<file path="src/rtl/cpu_pkg.sv">
// Shared types for the CPU memory-port arbiter: FSM state and grant owner encodings.
package cpu_pkg;

    typedef enum logic [1:0] {
        IDLE     = 2'd0,
        GRANT_IF = 2'd1,
        GRANT_D  = 2'd2,
        RESP     = 2'd3
    } arb_state_t;

    typedef enum logic {
        GNT_IF = 1'b0,
        GNT_D  = 1'b1
    } arb_gnt_t;

endpackage

</file>
<file path="src/rtl/mem_port_arbiter.sv">
// Shares one single-port unified I/D memory between instruction fetch (IF) and the
// load/store unit (D). Each access walks IDLE -> GRANT_x -> RESP -> IDLE, the winner's
// payload is frozen at grant time, and read data comes back with a one-cycle ack.
// D has fixed priority; a saturating burst counter hands the port to IF after
// MAX_D_BURST consecutive D grants taken while IF was waiting.
//
// Handshakes: a requester raises x_req with its payload and holds it until x_ack,
// which is a single-cycle pulse with x_rdata valid in that cycle. Towards memory,
// mem_req is held together with a stable payload until the cycle mem_ready=1, which
// completes the access; mem_ready in any other cycle is ignored.
module mem_port_arbiter
    import cpu_pkg::*;
#(
    parameter int n           = 32,
    parameter int AW          = 32,
    parameter int MAX_D_BURST = 4
) (
    input  logic              clock,
    input  logic              reset,
    input  logic              if_req,
    input  logic [AW-1:0]     if_addr,
    output logic              if_ack,
    output logic [n-1:0]      if_rdata,
    input  logic              d_req,
    input  logic              d_we,
    input  logic [AW-1:0]     d_addr,
    input  logic [n-1:0]      d_wdata,
    input  logic [n/8-1:0]    d_be,
    output logic              d_ack,
    output logic [n-1:0]      d_rdata,
    output logic              mem_req,
    output logic              mem_we,
    output logic [AW-1:0]     mem_addr,
    output logic [n-1:0]      mem_wdata,
    output logic [n/8-1:0]    mem_be,
    input  logic [n-1:0]      mem_rdata,
    input  logic              mem_ready,
    output logic              busy,
    output arb_state_t        dbg_state
);

    localparam int BW = n / 8;
    localparam int CW = $clog2(MAX_D_BURST + 1);
    localparam logic [CW-1:0] BURST_LIMIT = CW'(MAX_D_BURST);

    arb_state_t     state;
    arb_gnt_t       gnt;
    logic [CW-1:0]  burst_cnt;
    logic           lat_we;
    logic [AW-1:0]  lat_addr;
    logic [n-1:0]   lat_wdata;
    logic [BW-1:0]  lat_be;
    logic           d_wins;

    // D takes the port unless IF has already been passed over MAX_D_BURST times in a row
    always_comb begin
        d_wins = d_req && (!if_req || (burst_cnt < BURST_LIMIT));
    end

    // Access sequencer: arbitration, payload freeze, read-data capture, starvation count
    always_ff @(posedge clock) begin
        if (reset) begin
            state     <= IDLE;
            gnt       <= GNT_IF;
            burst_cnt <= '0;
            lat_we    <= 1'b0;
            lat_addr  <= '0;
            lat_wdata <= '0;
            lat_be    <= '0;
            if_rdata  <= '0;
            d_rdata   <= '0;
        end else begin
            case (state)
                IDLE: begin
                    if (d_wins) begin
                        state     <= GRANT_D;
                        gnt       <= GNT_D;
                        lat_we    <= d_we;
                        lat_addr  <= d_addr;
                        lat_wdata <= d_wdata;
                        lat_be    <= d_be;
                        // Only grants that overtake a waiting IF count towards the burst
                        if (if_req) begin
                            burst_cnt <= (burst_cnt == BURST_LIMIT) ? BURST_LIMIT
                                                                    : burst_cnt + CW'(1);
                        end else begin
                            burst_cnt <= '0;
                        end
                    end else if (if_req) begin
                        state     <= GRANT_IF;
                        gnt       <= GNT_IF;
                        lat_we    <= 1'b0;
                        lat_addr  <= if_addr;
                        lat_wdata <= '0;
                        lat_be    <= '1;
                        burst_cnt <= '0;
                    end
                end
                GRANT_IF: begin
                    if (mem_ready) begin
                        if_rdata <= mem_rdata;
                        state    <= RESP;
                    end
                end
                GRANT_D: begin
                    if (mem_ready) begin
                        d_rdata <= mem_rdata;
                        state   <= RESP;
                    end
                end
                RESP: begin
                    state <= IDLE;
                end
                default: begin
                    state <= IDLE;
                end
            endcase
        end
    end

    // Memory-side and status outputs decoded from the state and the frozen payload
    always_comb begin
        mem_req   = (state == GRANT_IF) || (state == GRANT_D);
        mem_we    = 1'b0;
        mem_addr  = '0;
        mem_wdata = '0;
        mem_be    = '0;
        if (mem_req) begin
            mem_we    = lat_we;
            mem_addr  = lat_addr;
            mem_wdata = lat_wdata;
            mem_be    = lat_be;
        end
        if_ack    = (state == RESP) && (gnt == GNT_IF);
        d_ack     = (state == RESP) && (gnt == GNT_D);
        busy      = (state != IDLE);
        dbg_state = state;
    end

endmodule
</file>
<file path="config.mk">
export PLATFORM = sky130hd
export DESIGN_NAME = mem_port_arbiter
export DESIGN_NICKNAME = d
export VERILOG_FILES = /design/src/rtl/cpu_pkg.sv /design/src/rtl/mem_port_arbiter.sv
export SDC_FILE = /design/constraint.sdc
export NUM_CORES = 1
export LEC_CHECK = 0
export CAP_MARGIN = 20
export CORE_MARGIN = 2
export CORE_UTILIZATION = 44
export CTS_CLUSTER_DIAMETER = 200
export DETAILED_ROUTE_END_ITERATION = 8
export MAX_ROUTING_LAYER = met4
export PLACE_DENSITY_LB_ADDON = 0.1
export SLEW_MARGIN = 30
export SYNTH_ARGS = -nofsm -noshare
export SYNTH_HDL_FRONTEND = slang
export SYNTH_SLANG_ARGS = --single-unit
</file>
<file path="constraint.sdc">
create_clock -name clock -period 2.8 [get_ports clock]
set_input_delay 0.56 -clock clock [delete_from_list [all_inputs] [get_ports clock]]
set_output_delay 0.56 -clock clock [all_outputs]
set_load 0.02 [all_outputs]
</file>
Word level (Yosys, flattened, before mapping):

Cells that the tools add are included.

* mux-type cells: 21
* bitwise gates (word level): 1
* eq/ne operators: 6
* reduce and logical (&&, ||, !) cells: 14
* $add $sub $neg: 1
* $lt $le $gt $ge: 1

Operators with widths (count)
* $mux 32: 6
* $mux 3: 4
* $mux 4: 3
* $reduce_and 2->1: 4
* $mux 2: 3
* $pmux 2 s3: 1
* $eq 2x2->1 const B: 2
* $mux 1: 4
* $reduce_bool 2->1: 2
* $add 3x1->3 const B: 1
* $eq 3x3->1 const B: 1
* $logic_and 1x1->1: 3
* $lt 3x3->1 const B: 1
* $ne 3x3->1 const B: 1
* $eq 2x1->1 const B: 1
* $logic_not 2->1: 1
* $logic_or 1x1->1: 2
* $ne 2x1->1 const B: 1
* $reduce_or 2->1: 1
* $logic_not 1->1: 1
* $not 1->1: 1

* input port bits: 138
* word-level logic and storage cells: 53
* bits in registers: 139

Longest topological paths before layout:

* word-level depth: 5
* gate-level depth with buffers: 8

Worst setup path after synthesis:

OpenSTA, ideal clock, no wires.

* kind: register to output
* start point: reg state[0] (netlist: dbg_state[0])
* end point: out mem_addr[10]
* buffers on the path: 2
* stages on the path, launching flop included: 6
* data arrival time: 1.733 ns
* setup slack: 0.507 ns
* path through: dfxtp_1 > inv_1 > ha_1 > clkbuf_1 > clkbuf_1 > and2_1

* word-level cells in the longest chain between the ends: 3

Ends and longest elaborated chain
* from (decl): RTL line mem_port_arbiter.sv:46 `arb_state_t state;`
* from (signal assigned): RTL line mem_port_arbiter.sv:63 `state <= IDLE;`
* from (signal assigned): RTL line mem_port_arbiter.sv:76 `state <= GRANT_D;`
* from (signal assigned): RTL line mem_port_arbiter.sv:90 `state <= GRANT_IF;`
* $eq 2x1->1 / $eq 2x2->1 (equally long branches): RTL line mem_port_arbiter.sv:123 `mem_req = (state == GRANT_IF) || (state == GRANT_D);`
* $logic_or 1x1->1 *: RTL line mem_port_arbiter.sv:123
* named net mem_req: RTL line mem_port_arbiter.sv:31 `output logic mem_req,`
* $mux 32 *: RTL line mem_port_arbiter.sv:128 `if (mem_req) begin`
* to (decl): RTL line mem_port_arbiter.sv:33 `output logic [AW-1:0] mem_addr,`

The timed path passes the listed nets; every way through them passes the cells marked *.

Worst setup path in the final report:

* start point: reg state[0] (netlist: dbg_state[0])
* end point: out mem_wdata[27]

* word-level cells in the longest chain between the ends: 3

Ends and longest elaborated chain
* $eq 2x1->1 / $eq 2x2->1 (equally long branches): RTL line mem_port_arbiter.sv:123
* $logic_or 1x1->1 *: RTL line mem_port_arbiter.sv:123
* $mux 32 *: RTL line mem_port_arbiter.sv:128
* to (decl): RTL line mem_port_arbiter.sv:34 `output logic [n-1:0] mem_wdata,`

Mark *: on every way between the ends. The rest lies on a longest branch, timed or not.

==> qor.txt <==
status: complete, no violations
Crit path required time: 2.24 ns
Avg Inst Size Synth: 8.33 um2
DRT Pass-1 Iters: 6
WP buf/inv: 3
cell with the most instances after synthesis: nand2_1
TritonCTS clock tree: done
VDD IR max: 0.487 mV
top cells by count, synth: nand2_1 (162), dfxtp_1 (139), a21oi_1 (97)
mux cell area share after synthesis: 0.00179
Arr. time, crit path: 2.06 ns
Max Cap Viol: 0
worst hold path type: reg2reg
Fill cells: 1,005
pin count of the biggest net entering global routing: 55
H-tree depth: 4
Yosys top cell by area: dfxtp_1
Synth Flop Type: dfxtp_1
total CTS buffers: 17
async set or reset register ratio after synthesis: 0
vias in the first global route: 5,287
CP Capture Type: primary output
nets: 1,072
Largest delay share family, worst path: buffers and inverters
dpl cell area: 8480 um2
wire length of the first global-routing pass: 25,900 um
EDFF count, synth: 0
Mapped Area: 5600 um2
DP Wirelength: 12,400 um
crit start category: flip-flop
ANT nets after route: 0
Ports: 277
Final Setup Violations: 0
CP Cell Sequence: inv_1, ha_2, buf_12, and2_1, dlygate4sd2_1
simple-gate portion of the synthesized area: 0.226
worst stage delay on the critical path: 0.41 ns
die area: 13,600 um2
num rows: 41
number of distinct library cells after synthesis: 29
pre-CTS setup slack: 0.345 ns
Slew @ Worst Pin: 0.763 ns
RSZ-0062 raised after global routing: false
Worst-path clk slew: 0.05 ns
# port buffers: 276
Slew Viols, Final: 0
setup total negative slack: 0 ns
share of cells above drive strength 1: 0.0553
CP Class: reg2out
wire per inst: 15.8 um
post-synth top area share: 0.497
main combinational cell family by area after synthesis: simple AND/OR/NAND/NOR gates
final worst slack: 0.183 ns
total track usage: 0.255
Total Wirelength: 17,500 um
grt ovf: 0
Gate Count Post-Synth: 672
compound-gate portion of the synthesized area: 0.205
Synthesis Warnings: 0
Root Buffer: clkbuf_16
Period minus WS final: 2.62 ns
period utilization: 0.935
dominant cells by area after synthesis: dfxtp_1 (50%), nand2_1 (11%), a21oi_1 (8.7%), and2_1 (8.0%), a22o_1 (5.2%)
Crit Path Max Fanout: 46
core area: 12,500 um2
Clock Sinks: 139
Initial DRC Count: 436
final hold vios: 0
synthesis-stage register bit count: 139
area grow syn2layout: 60.8%
Leakage: 3.74 nW
n_diodes: 0
Placer Congestion: 0.802
buffer depth of the longest clock path: 2
Layout Skew: 0.0109 ns
pwr dens: 857 nW/um2
starting density of the core: 0.447
post-synthesis sequential area ratio: 0.497
slowest stage cell, crit path: dfxtp_1
maximum clock frequency: 382 MHz
Post-Synth XOR/XNOR Area: 0
Final Instance Area: 9000 um2
die width: 117 um
drt drc: 0
vias: 5,647
Synth Area in Adders: 0.0156
post-DR vias/cell: 5.08
Mapped Nets: 817
initial antenna violation count: 0
Die Y: 117 um
Slew HR: 0.490
Worst-Skew Late Latency: 0.42 ns
-- tightest hold or removal path, delay by kind of cell (launching register included) --
family	cells	cell delay [ns]
AOI/OAI and AO/OA	1	0.05
and+or+nand+nor	1	0.05
DFF	1	0.30
-- per-stage QoR --
| stage | util | power (mW) | instances | hold slack (ns) |
|---|---|---|---|---|
| after floorplan | - | 4.32 | 672 | 0.440 |
| after global placement | 0.677 | 5.55 | 1080 | 0.442 |
| after global routing | 0.719 | 8.13 | 1112 | 0.472 |
| after CTS | 0.719 | 7.77 | 1112 | 0.454 |
| final | 0.719 | 7.71 | 1112 | 0.450 |
| after detailed placement | 0.677 | 5.64 | 1080 | 0.446 |
-- flip-flops by register name, summed over array words and instances, names as in the netlist --
name and flops:
burst_cnt 3, d_rdata 32, gnt 1, lat_we 1, lat_addr 32, dbg_state 2, lat_wdata 32, lat_be 4
if_rdata 32
-- logic make-up after synthesis --
group | Yosys count
AND/OR/NAND/NOR | 282
AO/OA/AOI/OAI | 178
flip-flops | 139
buffers and inverters | 65
adder cells (fa/ha/maj) | 7
multiplexers | 1
-- area by class of cell --
| type | instances | area (um2) | share of cell area |
|---|---|---|---|
| multi-input combinational | 468 | 2530 | 0.282 |
| clock buffer | 25 | 485 | 0.0539 |
| tap | 172 | 215 | 0.0239 |
| sequential | 139 | 2780 | 0.309 |
| timing repair buffer | 292 | 2840 | 0.315 |
| clock inverter | 7 | 113 | 0.0125 |
| inverter | 9 | 33.8 | 0.00375 |
-- routing by layer --
metal | vias up | global-route usage | part of all wire
li1 | 2747 | - | -
met5 | - | - | 0
met4 | 0 | 0.123 | 0.032
met1 | 2614 | 0.293 | 0.41
met2 | 243 | 0.417 | 0.49
met3 | 43 | 0.0628 | 0.066
-- power by group --
group,leakage [nW],internal (mW),switching (mW),total (mW)
clock,0.291,1.47,0.792,2.26
combinational,2.31,1.22,1.70,2.92
sequential,1.14,2.35,0.182,2.53
total,3.74,5.04,2.68,7.71
-- final timing paths --
path	start	to	slack, ns	cells past startpoint
min reg2reg	d_rdata[31]$_SDFFE_PP0P_	d_rdata[31]$_SDFFE_PP0P_	0.45	2
max	dbg_state[0]$_SDFFE_PP0P_	mem_wdata[27]	0.18	5
min	d_rdata[31]$_SDFFE_PP0P_	d_rdata[31]$_SDFFE_PP0P_	0.45	2
max reg2reg	dbg_state[1]$_SDFFE_PP0P_	lat_addr[12]$_SDFFE_PP0P_	0.86	6
-- cell usage in the layout, fill, tap and decap left out, drive strengths merged, types with 2 or more instances in the layout --
cell / Yosys / final
clkbuf: 34 / 25
clkdlybuf4s50: 0 / 205
nand2: 162 / 162
buf: 22 / 18
clkinv: 0 / 3
nor3: 2 / 2
dfxtp: 139 / 139
a21oi: 97 / 97
a311oi: 4 / 4
a22o: 33 / 33
a211oi: 33 / 33
o21ai: 2 / 2
o21a: 2 / 2
dlygate4sd2: 0 / 68
ha: 7 / 7
nor2b: 2 / 2
inv: 9 / 9
bufinv: 0 / 3
a22oi: 3 / 3
nor2: 42 / 42
and2: 72 / 72
-- timing repair --
item | 4_1_cts | 5_1_grt
hold buffers | 0 | 0
setup buffers | 0 | 0
cloned | 0 | 0
setup endpoints to repair | 68 | 2
resized for setup | 69 | 2
Power figures use the tool's default switching activity.
==> RTL edit: new RTL, same flow settings <==
The parameter `AW` goes from 32 to 16.
--- a/src/rtl/mem_port_arbiter.sv
+++ b/src/rtl/mem_port_arbiter.sv
@@ -12,7 +12,7 @@
     import cpu_pkg::*;
 #(
     parameter int n           = 32,
-    parameter int AW          = 32,
+    parameter int AW          = 16,
     parameter int MAX_D_BURST = 4
 ) (
     input  logic              clock,
Interface: changed (resized d_addr, if_addr and mem_addr); port bits go from 277 to 229. The function was not compared with the original's and may differ.
==> RTL edit against the original RTL <==
Synthesized cell count fell by 16%; clock skew fell by 5.4 ps; via count fell by 17%; critical endpoint is now mem_wdata[19]; non-clock buffer count fell by 48; routed wire length fell by 21%; critical path depth did not move; maximum frequency fell by 0.57%; setup slack got worse by 15 ps; area after synthesis fell by 14%; critical path type unchanged; final area fell by 14%; power fell by 13%; sequential cell count fell by 16.
==> RTL edit: results (changes against the original RTL) <==
STA
  • Crit path time final: 2630 ps (+14.9 ps)
  • Slew at the pin with the worst max-slew slack: 586 ps (-177 ps)
  • Setup skew after layout: 5.47 ps (-5.44 ps)
  • Hold WS: 452 ps (+1.97 ps)

Power and ir drop
  • Power per cell area: 863 nW/um^2 (+0.71%)
  • Net Sw Frac: 0.340 (-0.00657)
  • Clock share of power: 0.324 (+0.031)
  • Combinational share of power: 0.348 (-0.031)
  • Peak VDD IR: 0.000505 V (+3.6%)
  • Leak: 0.00332 uW (-11%)

Placement
  • Routability cong.: 0.793 (-1.2%)
  • IO Port Bufs: 228 (-17%)
  • Pre-CTS WS: 369 ps (+24.1 ps)
  • Dpl hpwl: 9510 um (-23%)
  • DP Area: 7160 sq um (-16%)

Logic synthesis
  • Syn Nets: 678 (-17%)
  • Number of synthesized flops with an enable pin: 0 (unchanged)
  • Post-synth cell types: 28 (-3.4%)
  • Sequential fraction of the synthesis area: 0.513 (+0.0157)
  • Synth cell count leaders: nand2_1 (148), dfxtp_1 (123), a21oi_1 (82), and2_1 (56), a22o_1 (33)
  • YS warnings: 0 (unchanged)
  • Average cell area after synthesis: 8.50 sq um (+2.0%)
  • Ranking of synthesized cells by area: dfxtp_1 (51%), nand2_1 (12%), a21oi_1 (8.5%), and2_1 (7.3%), a22o_1 (6.0%)

Worst hold path
  • Hold_sp: if_rdata[1]$_SDFFE_PP0P_
  • Hold Path Class: reg -> reg
  • Worst min-delay path endpoint: if_rdata[1]$_SDFFE_PP0P_

Routing
  • Avg WL per Cell: 14.8 um (-6.2%)
  • M1 wire length: 5830 um (-19%)
  • Met3 WL: 1170 um (+1.0%)
  • Drt first pass iters: 4 (-2)
  • Initial DRC Count: 248 (-43%)
  • WL met2: 6600 um (-24%)
  • Vias per cell: 4.99 (-1.7%)

CTS
  • Skew-Pair Late Insertion Delay: 510 ps (+90 ps)
  • CTS buffer count: 17 (unchanged)
  • Root Driver: clkbuf_8
  • Clk pin slew, worst setup/hold paths: ~60 ps

Layout
  • Fillers: 879 (-13%)
  • NumNets Final: 896 (-16%)
  • Post-Layout Cell Count: 936 (-16%)
  • Fraction of layout cells with a size suffix above 1: 0.0653 (+0.0100)

Global route
  • GR Layer Usage met2: 0.379 (-0.0379)
  • Vias in the first global route: 4435 (-16%)
  • Met3 Resource Use GR: 0.0790 (+0.0161)
  • Global-route wire length before repair: 21300 um (-18%)
  • Largest net degree at the start of global routing: 35 (-36%)
  • GRT Total Usage: 0.238 (-0.0170)

Critical path
  • Reg2Reg Setup Slack: 1030 ps (+170 ps)
  • Crit path to: mem_wdata[19]
  • CP Max Fanout: 34 (-26%)
  • Worst r2r src: dbg_state[0]$_SDFFE_PP0P_
  • FF-to-FF End: lat_addr[10]$_SDFFE_PP0P_

Status
  • Status: complete, no violations

Flow run
  • Max Cap Viol: 0 (unchanged)
RTL edit: kinds of logic (layout without fill, tap and decap cells):
logic type / count (synthesis) / count (layout) / synth area share
AOI/OAI and AO/OA: 146 / 146 / 0.197
and+or+nand+nor: 234 / 234 / 0.218
DFF: 123 / 123 / 0.513
adders and majority gates: 7 / 7 / 0.0182
muxes: 1 / 1 / 0.00208
buffers and inverters: 54 / 285 / 0.0518
RTL edit: worst max-delay path, cell delays in order (launching register included):
cell and delay, ps:
dfxtp_1 390, inv_1 110, ha_1 350, buf_8 190, and2_1 160, dlygate4sd2_1 340
RTL edit: area by class of cell:
type	instances	area, sq um	share of cell area
tap	140	175	0.0226
timing repair buffer	244	2390	0.308
multi-input combinational	388	2090	0.271
inverter	9	33.8	0.00436
sequential	123	2460	0.318
clock inverter	14	170	0.0220
clock buffer	18	418	0.0540
RTL edit: timing repair:
action / 4_1_cts / 5_1_grt
hold buffers: 0 / 0
pin swaps: 0 / 0
gates resized for setup: 43 / 14
setup endpoints to repair: 53 / 12
